`src/rtl/ssp_txrx_core_if.sv`:
```
// ---------------------------------------------------------------------------
// ssp_txrx_core_if
// FIFO-side handshake bundle for ssp_txrx_core.
//   tx_valid / tx_data : TX FIFO presents a word
//   tx_ack             : one-cycle pulse, word latched, FIFO may advance
//   rx_data / rx_valid : completed receive word and its one-cycle strobe
//   tx_busy            : transmitter is mid-frame
// master = FIFO / system side, slave = the serial core.
// ---------------------------------------------------------------------------
interface ssp_txrx_core_if #(
    parameter int DATA_W = 8
) ();
    logic              tx_valid;
    logic [DATA_W-1:0] tx_data;
    logic              tx_ack;
    logic [DATA_W-1:0] rx_data;
    logic              rx_valid;
    logic              tx_busy;

    modport master (
        output tx_valid, tx_data,
        input  tx_ack, rx_data, rx_valid, tx_busy
    );

    modport slave (
        input  tx_valid, tx_data,
        output tx_ack, rx_data, rx_valid, tx_busy
    );
endinterface

```
`src/rtl/ssp_txrx_core.sv`:
```
// ---------------------------------------------------------------------------
// ssp_txrx_core
// Full-duplex MSB-first SSP shifter, single clock domain (PCLK).
//   PCLK, CLEAR         : system clock, synchronous active-high reset
//   bus (slave)         : TX/RX FIFO handshake (see ssp_txrx_core_if)
//   SSPCLKIN/FSSIN/RXD  : external serial inputs, synchronised and sampled
//   SSPCLKOUT           : registered bit clock, period 2*CLK_DIV PCLK cycles
//   SSPFSSOUT, SSPTXD   : frame pulse and serial data out
//   SSPOE_B             : active-low TX output enable
// TX launches everything on the PCLK cycle in which SSPCLKOUT rises; RX acts
// on a detected rising edge of the synchronised SSPCLKIN. A frame is one FSS
// period followed by DATA_W data periods.
// ---------------------------------------------------------------------------
module ssp_txrx_core #(
    parameter int DATA_W      = 8,
    parameter int CLK_DIV     = 2,
    parameter int SYNC_STAGES = 2
) (
    input  logic                 PCLK,
    input  logic                 CLEAR,
    ssp_txrx_core_if.slave       bus,
    input  logic                 SSPCLKIN,
    input  logic                 SSPFSSIN,
    input  logic                 SSPRXD,
    output logic                 SSPCLKOUT,
    output logic                 SSPFSSOUT,
    output logic                 SSPTXD,
    output logic                 SSPOE_B
);

    localparam int DIV_W = (CLK_DIV > 1) ? $clog2(CLK_DIV) : 1;
    localparam int CNT_W = $clog2(DATA_W);

    typedef enum logic [1:0] {T_IDLE, T_SYNC, T_SHIFT} tx_state_t;
    typedef enum logic [1:0] {R_IDLE, R_ARM, R_SHIFT} rx_state_t;

    // ------------------------------------------------------------------
    // Bit-clock divider
    // ------------------------------------------------------------------
    logic [DIV_W-1:0] div_cnt;
    logic             div_tc;
    logic             rise_tick;

    assign div_tc    = (div_cnt == DIV_W'(CLK_DIV - 1));
    // SSPCLKOUT is about to go 0->1 at the end of this cycle.
    assign rise_tick = div_tc & ~SSPCLKOUT;

    always_ff @(posedge PCLK) begin
        if (CLEAR) begin
            div_cnt   <= '0;
            SSPCLKOUT <= 1'b0;
        end else if (div_tc) begin
            div_cnt   <= '0;
            SSPCLKOUT <= ~SSPCLKOUT;
        end else begin
            div_cnt   <= div_cnt + 1'b1;
        end
    end

    // ------------------------------------------------------------------
    // TX FSM
    // ------------------------------------------------------------------
    tx_state_t         tx_state, tx_state_n;
    logic [DATA_W-1:0] tx_sh, tx_sh_n;
    logic [CNT_W-1:0]  tx_cnt, tx_cnt_n;
    logic              fss_n, oe_b_n, txd_n, ack_n;

    always_comb begin
        tx_state_n = tx_state;
        tx_sh_n    = tx_sh;
        tx_cnt_n   = tx_cnt;
        fss_n      = SSPFSSOUT;
        oe_b_n     = SSPOE_B;
        txd_n      = SSPTXD;
        ack_n      = 1'b0;
        if (rise_tick) begin
            case (tx_state)
                T_IDLE: begin
                    if (bus.tx_valid) begin
                        tx_sh_n    = bus.tx_data;
                        ack_n      = 1'b1;
                        fss_n      = 1'b1;
                        tx_state_n = T_SYNC;
                    end else begin
                        fss_n      = 1'b0;
                    end
                end
                T_SYNC: begin
                    fss_n      = 1'b0;
                    oe_b_n     = 1'b0;
                    txd_n      = tx_sh[DATA_W-1];
                    tx_cnt_n   = CNT_W'(DATA_W - 1);
                    tx_state_n = T_SHIFT;
                end
                T_SHIFT: begin
                    if (tx_cnt != '0) begin
                        // tx_cnt is the index of the bit currently on SSPTXD
                        txd_n    = tx_sh[tx_cnt - 1'b1];
                        tx_cnt_n = tx_cnt - 1'b1;
                    end else begin
                        oe_b_n = 1'b1;
                        txd_n  = 1'b0;
                        // Back-to-back: next FSS starts right after bit 0.
                        if (bus.tx_valid) begin
                            tx_sh_n    = bus.tx_data;
                            ack_n      = 1'b1;
                            fss_n      = 1'b1;
                            tx_state_n = T_SYNC;
                        end else begin
                            tx_state_n = T_IDLE;
                        end
                    end
                end
                default: tx_state_n = T_IDLE;
            endcase
        end
    end

    always_ff @(posedge PCLK) begin
        if (CLEAR) begin
            tx_state  <= T_IDLE;
            tx_sh     <= '0;
            tx_cnt    <= '0;
            SSPFSSOUT <= 1'b0;
            SSPOE_B   <= 1'b1;
            SSPTXD    <= 1'b0;
        end else begin
            tx_state  <= tx_state_n;
            tx_sh     <= tx_sh_n;
            tx_cnt    <= tx_cnt_n;
            SSPFSSOUT <= fss_n;
            SSPOE_B   <= oe_b_n;
            SSPTXD    <= txd_n;
        end
    end

    // Ack is issued in the latching cycle so the FIFO pops on the same edge.
    assign bus.tx_ack  = ack_n & ~CLEAR;
    assign bus.tx_busy = (tx_state != T_IDLE);

    // ------------------------------------------------------------------
    // RX synchronisers and edge detect
    // ------------------------------------------------------------------
    logic [SYNC_STAGES-1:0] clk_sync, fss_sync, rxd_sync;
    logic                   clk_prev;
    logic                   s_clk, s_fss, s_rxd, clk_rise;

    assign s_clk    = clk_sync[SYNC_STAGES-1];
    assign s_fss    = fss_sync[SYNC_STAGES-1];
    assign s_rxd    = rxd_sync[SYNC_STAGES-1];
    assign clk_rise = s_clk & ~clk_prev;

    always_ff @(posedge PCLK) begin
        if (CLEAR) begin
            clk_sync <= '0;
            fss_sync <= '0;
            rxd_sync <= '0;
            clk_prev <= 1'b0;
        end else begin
            clk_sync <= {clk_sync[SYNC_STAGES-2:0], SSPCLKIN};
            fss_sync <= {fss_sync[SYNC_STAGES-2:0], SSPFSSIN};
            rxd_sync <= {rxd_sync[SYNC_STAGES-2:0], SSPRXD};
            clk_prev <= s_clk;
        end
    end

    // ------------------------------------------------------------------
    // RX FSM
    // ------------------------------------------------------------------
    rx_state_t         rx_state, rx_state_n;
    logic [DATA_W-1:0] rx_sh, rx_sh_n;
    logic [CNT_W-1:0]  rx_cnt, rx_cnt_n;
    logic [DATA_W-1:0] rx_data_q, rx_data_n;
    logic              rx_valid_q, rx_valid_n;

    always_comb begin
        rx_state_n = rx_state;
        rx_sh_n    = rx_sh;
        rx_cnt_n   = rx_cnt;
        rx_data_n  = rx_data_q;
        rx_valid_n = 1'b0;
        if (clk_rise) begin
            if (s_fss) begin
                // Frame start always wins, discarding any partial word.
                rx_state_n = R_ARM;
                rx_cnt_n   = '0;
            end else begin
                case (rx_state)
                    R_ARM: begin
                        rx_sh_n[DATA_W-1] = s_rxd;
                        rx_cnt_n          = CNT_W'(DATA_W - 2);
                        rx_state_n        = R_SHIFT;
                    end
                    R_SHIFT: begin
                        rx_sh_n[rx_cnt] = s_rxd;
                        if (rx_cnt == '0) begin
                            rx_data_n  = {rx_sh[DATA_W-1:1], s_rxd};
                            rx_valid_n = 1'b1;
                            rx_state_n = R_IDLE;
                        end else begin
                            rx_cnt_n = rx_cnt - 1'b1;
                        end
                    end
                    default: ;
                endcase
            end
        end
    end

    always_ff @(posedge PCLK) begin
        if (CLEAR) begin
            rx_state   <= R_IDLE;
            rx_sh      <= '0;
            rx_cnt     <= '0;
            rx_data_q  <= '0;
            rx_valid_q <= 1'b0;
        end else begin
            rx_state   <= rx_state_n;
            rx_sh      <= rx_sh_n;
            rx_cnt     <= rx_cnt_n;
            rx_data_q  <= rx_data_n;
            rx_valid_q <= rx_valid_n;
        end
    end

    assign bus.rx_data  = rx_data_q;
    assign bus.rx_valid = rx_valid_q;

endmodule

```
`src/flat_wrapper.sv`:
```
// flat-port wrapper written by rule: the top's interface ports become plain ports
module ssp_txrx_core_flat 
#(
    parameter int DATA_W      = 8,
    parameter int CLK_DIV     = 2,
    parameter int SYNC_STAGES = 2
)
  (PCLK, CLEAR, SSPCLKIN, SSPFSSIN, SSPRXD, SSPCLKOUT, SSPFSSOUT, SSPTXD, SSPOE_B, bus_tx_valid, bus_tx_data, bus_tx_ack, bus_rx_data, bus_rx_valid, bus_tx_busy);
  ssp_txrx_core_if #(.DATA_W(DATA_W)) bus_i ();
  input  logic PCLK;
  input  logic CLEAR;
  input  logic SSPCLKIN;
  input  logic SSPFSSIN;
  input  logic SSPRXD;
  output logic SSPCLKOUT;
  output logic SSPFSSOUT;
  output logic SSPTXD;
  output logic SSPOE_B;
  input wire logic [$bits(bus_i.tx_valid)-1:0] bus_tx_valid;
  input wire logic [$bits(bus_i.tx_data)-1:0] bus_tx_data;
  output wire logic [$bits(bus_i.tx_ack)-1:0] bus_tx_ack;
  output wire logic [$bits(bus_i.rx_data)-1:0] bus_rx_data;
  output wire logic [$bits(bus_i.rx_valid)-1:0] bus_rx_valid;
  output wire logic [$bits(bus_i.tx_busy)-1:0] bus_tx_busy;
  assign bus_i.tx_valid = bus_tx_valid;
  assign bus_i.tx_data = bus_tx_data;
  assign bus_tx_ack = bus_i.tx_ack;
  assign bus_rx_data = bus_i.rx_data;
  assign bus_rx_valid = bus_i.rx_valid;
  assign bus_tx_busy = bus_i.tx_busy;
  ssp_txrx_core #(.DATA_W(DATA_W), .CLK_DIV(CLK_DIV), .SYNC_STAGES(SYNC_STAGES)) u_core (.PCLK(PCLK), .CLEAR(CLEAR), .bus(bus_i), .SSPCLKIN(SSPCLKIN), .SSPFSSIN(SSPFSSIN), .SSPRXD(SSPRXD), .SSPCLKOUT(SSPCLKOUT), .SSPFSSOUT(SSPFSSOUT), .SSPTXD(SSPTXD), .SSPOE_B(SSPOE_B));
endmodule
```
`config.mk`:
```
export PLATFORM = sky130hd
export DESIGN_NAME = ssp_txrx_core_flat
export DESIGN_NICKNAME = d
export VERILOG_FILES = /design/src/rtl/ssp_txrx_core_if.sv /design/src/rtl/ssp_txrx_core.sv /design/src/flat_wrapper.sv
export SDC_FILE = /design/constraint.sdc
export NUM_CORES = 1
export LEC_CHECK = 0
export BUFFER_PORTS_ARGS = -buffer_cell sky130_fd_sc_hd__buf_2
export CAP_MARGIN = 0
export CORE_MARGIN = 2
export CORE_UTILIZATION = 51
export CTS_BUF_LIST = sky130_fd_sc_hd__clkbuf_16
export DETAILED_ROUTE_END_ITERATION = 8
export GPL_TIMING_DRIVEN = 0
export HOLD_SLACK_MARGIN = 0.08
export PLACE_DENSITY_LB_ADDON = 0.15
export SLEW_MARGIN = 20
export SYNTH_ARGS = -nofsm -noshare
export SYNTH_HDL_FRONTEND = slang
export SYNTH_SLANG_ARGS = --single-unit
```
`constraint.sdc`:
```
create_clock -name PCLK -period 1.95 [get_ports PCLK]
set_clock_uncertainty 0.1 [all_clocks]
set_input_delay 0.39 -clock PCLK [delete_from_list [all_inputs] [get_ports PCLK]]
set_output_delay 0.39 -clock PCLK [all_outputs]
set_load 0.01 [all_outputs]
```
==> flow_summary.ini, run 1 <==
[run_status]
outcome = finished clean

[setup_path]
timing.critical_path.arrival_ns = 1.44
timing.critical_path.buf_inv = 2
cp_data_required_time_ns = 1.46
crit_path_max_fanout = 3
cp_cell_sequence = inv_4 -> ha_4 -> ha_4 -> a21oi_2 -> nor4b_2 -> buf_2
criticalPathCategory = reg2out
worstSetupStartpointType = flop
critical-path-top-delay-family = flip-flops
cp_max_stage_cell = sky130_fd_sc_hd__dfxtp_4
crit_path_max_incr_delay_ns = 0.36
critPathMostFrequentCell = sky130_fd_sc_hd__ha_4
worstSetupEndpointType = primary output

[clock_network]
cts.sinks = 46
cts.path.max_buffers = 2
post_cts_hold_buffer_count = 0
cts-buffers-inserted = 5
cts_tree = done
clock_latency_reported_for_the_late_side_of_the_worst_skew_pair_ns = 0.29
cts_root_buffer = sky130_fd_sc_hd__clkbuf_16
clk_pin_slew_ns = 0.06
clock_tree.htree_level_count = 2

[synth]
syn_avg_cell_area_um2 = 9.54
mappedNetlistNets = 241
edff_count_synth = 0
netlist-cell-type-count = 42
synth_top_flop_cell = sky130_fd_sc_hd__dfxtp_1
syn-instance-count = 218
netlist.top_cell.by_area = sky130_fd_sc_hd__dfxtp_1
syn-cell-area_mm2 = 0.00208
synth.top_cell.area_share_pct = 44.3
synth.top_cells.by_area = sky130_fd_sc_hd__dfxtp_1 44%, sky130_fd_sc_hd__mux2i_1 14%, sky130_fd_sc_hd__nor2_1 6.5%
yosys_warnings = 0
share_of_synthesized_flip_flops_with_an_asynchronous_set_or_reset_pct = 0
synth.ff_latch_count = 46
seq_area_frac_synth_pct = 44.3

[timing]
fmaxAchievable_ghz = 0.518
setup_viol = 0
slew_violations = 0
timing.slew.headroom_pct = 64.1
finalHoldViolations = 0
finalCriticalPeriod_ns = 1.93
final.setup.worst_slack_ns = 0.0180
period_share_pct = 99.1
hold-worst-slack_ns = 0.205
rsz0062_at_grt = yes
max_slew.worst_pin.slew_ns = 0.539

[global_routing]
pin_count_of_the_biggest_net_entering_global_routing = 17
antenna_found_initial = 0
first_global_vias = 1435
grt_usage_pct = 19.1
grt.overflow.total = 0
grt_first_pass_wirelength_um = 6400

[layout]
final_cell_count_no_fill = 311
area_growth_pct = 23.5
layout_cell_share_with_drive_strength_beyond_1_pct = 26.1
multiInputGateArea_mm2 = 0.00112
layout.nets = 283
final_area_mm2 = 0.00257
seqCellArea_um2 = 931
filler_cell_count = 335
number_of_antenna_repair_diodes = 0

[route]
drtPass1Iterations = 4
drcViolationCount = 0
drc_marker_count_from_the_first_detailed_route_iteration = 68
total_number_of_vias = 1618
vias_per_cell = 5.20
drt_wl_total_um = 3960
avgRoutedWirePerCell_um = 12.7
antenna_left = 0

[floorplanning]
fp.dieArea_mm2 = 0.00461
fp.dieH_um = 67.9
initial_utilization_pct = 52.4
die_x_um = 67.9
fp-row-count = 23
pin_count = 29
core_area_mm2 = 0.00397

[power_and_ir_drop]
power.density_mw_per_mm2 = 775
worst_case_vdd_ir_drop_v = 0.000587
power.static_leakage_nw = 1.07

[place]
finalWeightedCongestion = 0.863
dpl-instance-area_mm2 = 0.00228
dp.final_hpwl_um = 2630
dpl.cell_count = 295
io_buffers = 27
place_worst_setup_slack_ns = -0.106

[worst_hold_path]
worst_hold_path_type = in2reg

[flow_run]
max_cap_violations = 0
-- cell families (layout without fill, tap and decap cells) --
family | Yosys count | count (layout) | synth area share (%)
AND/OR/NAND/NOR | 81 | 81 | 20.9
flip-flops | 46 | 46 | 44.3
multiplexers | 31 | 31 | 15.6
AO/OA/AOI/OAI | 30 | 30 | 8.90
buffers and inverters | 21 | 64 | 4.93
adder cells (fa/ha/maj) | 9 | 9 | 5.41
-- power breakdown --
part | internal (mW) | switching, mW
clock network | 0.481 | 0.378
registers | 0.961 | 0.0156
logic | 0.0737 | 0.0803
total | 1.52 | 0.474
-- layout by cell type, fill, tap and decap left out, types with 3 or more instances in the layout --
| cell | n |
|---|---|
| sky130_fd_sc_hd__nor4_1 | 3 |
| sky130_fd_sc_hd__ha_4 | 4 |
| sky130_fd_sc_hd__a21oi_1 | 13 |
| sky130_fd_sc_hd__buf_4 | 10 |
| sky130_fd_sc_hd__buf_2 | 28 |
| sky130_fd_sc_hd__clkbuf_1 | 5 |
| sky130_fd_sc_hd__a211oi_1 | 3 |
| sky130_fd_sc_hd__nor2_1 | 36 |
| sky130_fd_sc_hd__o21ai_0 | 4 |
| sky130_fd_sc_hd__dfxtp_1 | 42 |
| sky130_fd_sc_hd__nand4_1 | 3 |
| sky130_fd_sc_hd__nand2_1 | 7 |
| sky130_fd_sc_hd__inv_1 | 7 |
| sky130_fd_sc_hd__mux2i_1 | 29 |
| sky130_fd_sc_hd__clkbuf_16 | 5 |
| sky130_fd_sc_hd__nor2b_1 | 14 |
| sky130_fd_sc_hd__nand2b_1 | 4 |
| sky130_fd_sc_hd__ha_1 | 5 |
-- layout make-up --
class / instances / area share [%]
repair buffers: 35 / 7.60
clock buffers: 5 / 4.87
well taps: 50 / 2.44
plain buffers: 11 / 2.53
clock inverters: 3 / 0.974
multi-input cells: 151 / 43.7
flip-flops and latches: 46 / 36.2
inverters: 10 / 1.66
-- path summary, 6_finish.rpt --
path,start,to,slack (ns),cells after the start
worst min-delay path,SSPCLKIN,u_core.clk_sync[0],0.21,2
worst max-delay path,u_core.tx_cnt[0],bus_tx_ack,0.02,6
worst min register to register,u_core.clk_sync[0],u_core.clk_sync[1],0.34,1
worst max register to register,u_core.tx_cnt[0],u_core.tx_sh[0],0.04,9
-- Yosys cell counts, types with 2 or more instances --
| master | instances |
|---|---|
| sky130_fd_sc_hd__a21oi_1 | 14 |
| sky130_fd_sc_hd__dfxtp_1 | 46 |
| sky130_fd_sc_hd__clkbuf_1 | 5 |
| sky130_fd_sc_hd__nor2_1 | 36 |
| sky130_fd_sc_hd__nand2_1 | 7 |
| sky130_fd_sc_hd__buf_6 | 2 |
| sky130_fd_sc_hd__and2_1 | 2 |
| sky130_fd_sc_hd__mux2i_1 | 29 |
| sky130_fd_sc_hd__nand4_1 | 3 |
| sky130_fd_sc_hd__nor4_1 | 3 |
| sky130_fd_sc_hd__a211oi_1 | 3 |
| sky130_fd_sc_hd__nor2b_1 | 14 |
| sky130_fd_sc_hd__nand2b_1 | 4 |
| sky130_fd_sc_hd__buf_4 | 2 |
| sky130_fd_sc_hd__inv_1 | 10 |
| sky130_fd_sc_hd__ha_1 | 9 |
| sky130_fd_sc_hd__o21ai_0 | 4 |
-- layer usage --
layer / share of wire [%] / vias to the layer above / track usage, %
met5: 0 / - / 0
met4: 1.6 / 0 / 7.50
met3: 4.2 / 6 / 5.92
met2: 49 / 36 / 31.7
met1: 45 / 736 / 23.0
li1: - / 840 / -
-- registers in the layout, indices dropped and copies added (netlist names), 2 cells and up --
register / count
u_core.bus.rx_data: 8
u_core.clk_sync: 2
u_core.fss_sync: 2
u_core.rx_cnt: 3
u_core.rx_sh: 7
u_core.rx_state: 2
u_core.rxd_sync: 2
u_core.tx_cnt: 3
u_core.tx_sh: 8
u_core.tx_state: 2
-- through the flow --
stage / utilization [%] / total power [mW] / TNS (ns)
floorplan: - / 1.09 / 0
global placement: 57.4 / 1.13 / -0.828
detailed placement: 57.4 / 1.14 / -0.842
CTS: 62.3 / 2.00 / 0
global route: 64.7 / 2.08 / -0.159
finish: 64.7 / 1.99 / 0
-- timing repair --
action	4_1_cts	5_1_grt
endpoints found under the setup margin	10	10
pin swaps	2	2
setup buffers	1	6
resized for setup	10	12
gates cloned	0	1
(Power assumes the default switching activity.)
==> run 2: changes to the inputs <==
--- a/config.mk
+++ b/config.mk
@@ -5,6 +5,7 @@
 export SDC_FILE = /design/constraint.sdc
 export NUM_CORES = 1
 export LEC_CHECK = 0
+export ABC_AREA = 1
 export BUFFER_PORTS_ARGS = -buffer_cell sky130_fd_sc_hd__buf_2
 export CAP_MARGIN = 0
 export CORE_MARGIN = 2
==> flow_summary.ini, run 2 <==
[run_status]
outcome = finished, violations left
failing_checks = setup timing

[timing]
finalHoldViolations = 0
setup_viol = 1
fmaxAchievable_ghz = 0.512
max_slew.worst_pin.slew_ns = 0.455
rsz0062_at_grt = yes
final.setup.worst_slack_ns = -0.00453
period_share_pct = 100
finalCriticalPeriod_ns = 1.95
slew_violations = 0
timing.slew.headroom_pct = 69.6
hold-worst-slack_ns = 0.203

[route]
total_number_of_vias = 1835
drc_marker_count_from_the_first_detailed_route_iteration = 108
drcViolationCount = 0
drtPass1Iterations = 4
avgRoutedWirePerCell_um = 11.7
antenna_left = 0
drt_wl_total_um = 4300
vias_per_cell = 5.00

[synth]
synth_xor_area_share_pct = 0
netlist.top_cell.by_area = sky130_fd_sc_hd__dfxtp_1
syn-instance-count = 278
seq_area_frac_synth_pct = 43.3
synthSimpleGateAreaFrac_pct = 25.8
synth.top_cells.by_area = sky130_fd_sc_hd__dfxtp_1 43%, sky130_fd_sc_hd__nand2_1 7.4%, sky130_fd_sc_hd__a21oi_1 7.1%
share_of_synthesized_flip_flops_with_an_asynchronous_set_or_reset_pct = 0
synth_adder_area_share_pct = 5.29
synth_top_cells_by_count = 46 x sky130_fd_sc_hd__dfxtp_1, 42 x sky130_fd_sc_hd__nand2_1, 39 x sky130_fd_sc_hd__inv_1
synth_top_family_by_area = simple AND/OR/NAND/NOR gates
netlist-cell-type-count = 31
synth-compound-area-share_pct = 16.0
synth.ff_latch_count = 46
synth_top_flop_cell = sky130_fd_sc_hd__dfxtp_1
synth.area.mux_share_pct = 0
yosys_warnings = 0
edff_count_synth = 0
synth_most_common_cell = sky130_fd_sc_hd__dfxtp_1
syn_avg_cell_area_um2 = 7.66
syn-cell-area_mm2 = 0.00213
synth.top_cell.area_share_pct = 43.3
mappedNetlistNets = 301

[power_and_ir_drop]
total_power_mw = 2.12
power.density_mw_per_mm2 = 820
worst_case_vdd_ir_drop_v = 0.000663
power.static_leakage_nw = 1.10

[layout]
layout.nets = 339
area_growth_pct = 21.4
seqCellArea_um2 = 927
multiInputGateArea_mm2 = 0.00108
leading_cell_type_in_the_layout_fill_and_taps_excluded = sky130_fd_sc_hd__dfxtp_1
number_of_antenna_repair_diodes = 0
layout_cell_share_with_drive_strength_beyond_1_pct = 24.9
layout_common_cells = 43 x sky130_fd_sc_hd__dfxtp_1, 41 x sky130_fd_sc_hd__nand2_1, 35 x sky130_fd_sc_hd__inv_1, 33 x sky130_fd_sc_hd__nor2_1, 30 x sky130_fd_sc_hd__a21oi_1
filler_cell_count = 359

[global_routing]
grt_usage_pct = 20.9
grt.overflow.total = 0
first_global_vias = 1602
pin_count_of_the_biggest_net_entering_global_routing = 15
grt_first_pass_wirelength_um = 7230
antenna_found_initial = 0

[setup_path]
timing.critical_path.arrival_ns = 1.46
cp_max_stage_cell = sky130_fd_sc_hd__dfxtp_4
crit_path_max_fanout = 2
critical-path-top-delay-family = flip-flops
worstSetupEndpointType = primary output
criticalPathCategory = reg2out
cp_cell_sequence = inv_4 -> ha_4 -> ha_4 -> nand2_4 -> a2111oi_4 -> buf_2
timing.critical_path.buf_inv = 2
worstSetupStartpointType = flop
crit_path_max_incr_delay_ns = 0.35
cp_data_required_time_ns = 1.46
critPathMostFrequentCell = sky130_fd_sc_hd__ha_4

[place]
dp.final_hpwl_um = 3020
finalWeightedCongestion = 0.865
place_worst_setup_slack_ns = -0.130
io_buffers = 27

[clock_network]
cts.sinks = 46
cts_tree = done
post_cts_hold_buffer_count = 0
cts-buffers-inserted = 5
cts_root_buffer = sky130_fd_sc_hd__clkbuf_16
cts.path.max_buffers = 2
clock_latency_reported_for_the_late_side_of_the_worst_skew_pair_ns = 0.29
clk_pin_slew_ns = 0.06
clock_tree.htree_level_count = 2

[floorplanning]
fp.dieArea_mm2 = 0.00471
core_area_mm2 = 0.00400
initial_utilization_pct = 53.2
fp-row-count = 23
die_x_um = 68.6
pin_count = 29
fp.dieH_um = 68.6

[worst_hold_path]
worst_hold_path_type = in2reg

[flow_run]
max_cap_violations = 0
-- run 2: cell count changes after synthesis, moves of 4 or more --
cell / change
sky130_fd_sc_hd__nand2_1: +35
sky130_fd_sc_hd__inv_1: +29
sky130_fd_sc_hd__mux2i_1: -29
sky130_fd_sc_hd__nand3_1: +19
sky130_fd_sc_hd__a21oi_1: +16
sky130_fd_sc_hd__o21ai_0: +15
sky130_fd_sc_hd__nor2b_1: -14
sky130_fd_sc_hd__nand2_4: +4
sky130_fd_sc_hd__nand2b_1: -4
sky130_fd_sc_hd__nor2_4: +4
sky130_fd_sc_hd__o21ai_2: +4
-- run 2: routing by layer --
layer / GRT usage (%) / part of all wire [%] / routed length, um / vias up
met5: 0 / 0 / 0 / -
met4: 7.50 / 1.6 / 69 / 0
met3: 5.52 / 4.0 / 171 / 6
met2: 33.5 / 47 / 2040 / 31
met1: 27.0 / 47 / 2020 / 826
li1: - / - / - / 972
-- run 2: cell families after synthesis --
group / after synthesis
simple gates: 113
compound gates: 61
buf+inv: 49
flops: 46
fa+ha+maj: 9
-- run 2: report_power, final --
| group | switching (mW) | leakage, nW | internal [mW] |
|---|---|---|---|
| logic | 0.174 | 0.645 | 0.124 |
| clock network | 0.354 | 0.0750 | 0.470 |
| registers | 0.0212 | 0.376 | 0.977 |
| total | 0.549 | 1.10 | 1.57 |
-- run 2: repair_timing --
item | 4_1_cts | 5_1_grt
gates cloned | 0 | 0
buffers inserted | 4 | 0
pin swaps | 3 | 0
gates resized for setup | 21 | 0
setup endpoints to repair | 1 | 1
-- run 2: path summary, 6_finish.rpt --
path	end	slack, ns	depth (start not counted)	from
worst max-delay path	bus_tx_ack	-0.005	6	u_core.tx_cnt[0]
worst min-delay path	u_core.clk_sync[0]	0.20	3	SSPCLKIN
worst max register to register	u_core.SSPFSSOUT	0.31	10	u_core.tx_cnt[0]
worst min register to register	u_core.fss_sync[1]	0.30	2	u_core.fss_sync[0]
-- run 2: metrics by stage --
stage / TNS [ns] / instances / area (um2) / utilization, %
after floorplan: 0 / 278 / 2130 / -
after global placement: -0.117 / 355 / 2330 / 58.3
after detailed placement: -0.130 / 355 / 2330 / 58.3
after CTS: 0 / 367 / 2580 / 64.6
after global routing: -0.0485 / 367 / 2580 / 64.6
final: -0.00453 / 367 / 2580 / 64.6
-- run 2: final cells by class --
class / count / share of cell area, %
buffer: 8 / 1.94
clock buffer: 5 / 4.84
clock inverter: 3 / 0.678
inverter: 41 / 6.05
multi-input combinational: 183 / 41.8
sequential: 46 / 35.9
tap: 50 / 2.42
timing repair buffer: 31 / 6.39
-- run 2: worst register-to-register path, cell delays in order (launching register included) --
cell and delay [ns]:
sky130_fd_sc_hd__dfxtp_4 0.36, sky130_fd_sc_hd__inv_4 0.04, sky130_fd_sc_hd__ha_4 0.15, sky130_fd_sc_hd__ha_4 0.16
sky130_fd_sc_hd__buf_4 0.15, sky130_fd_sc_hd__nor2_8 0.13, sky130_fd_sc_hd__nor2_4 0.06, sky130_fd_sc_hd__nand2_4 0.11
sky130_fd_sc_hd__nand2_1 0.07, sky130_fd_sc_hd__o21ai_0 0.14, sky130_fd_sc_hd__a21oi_1 0.05
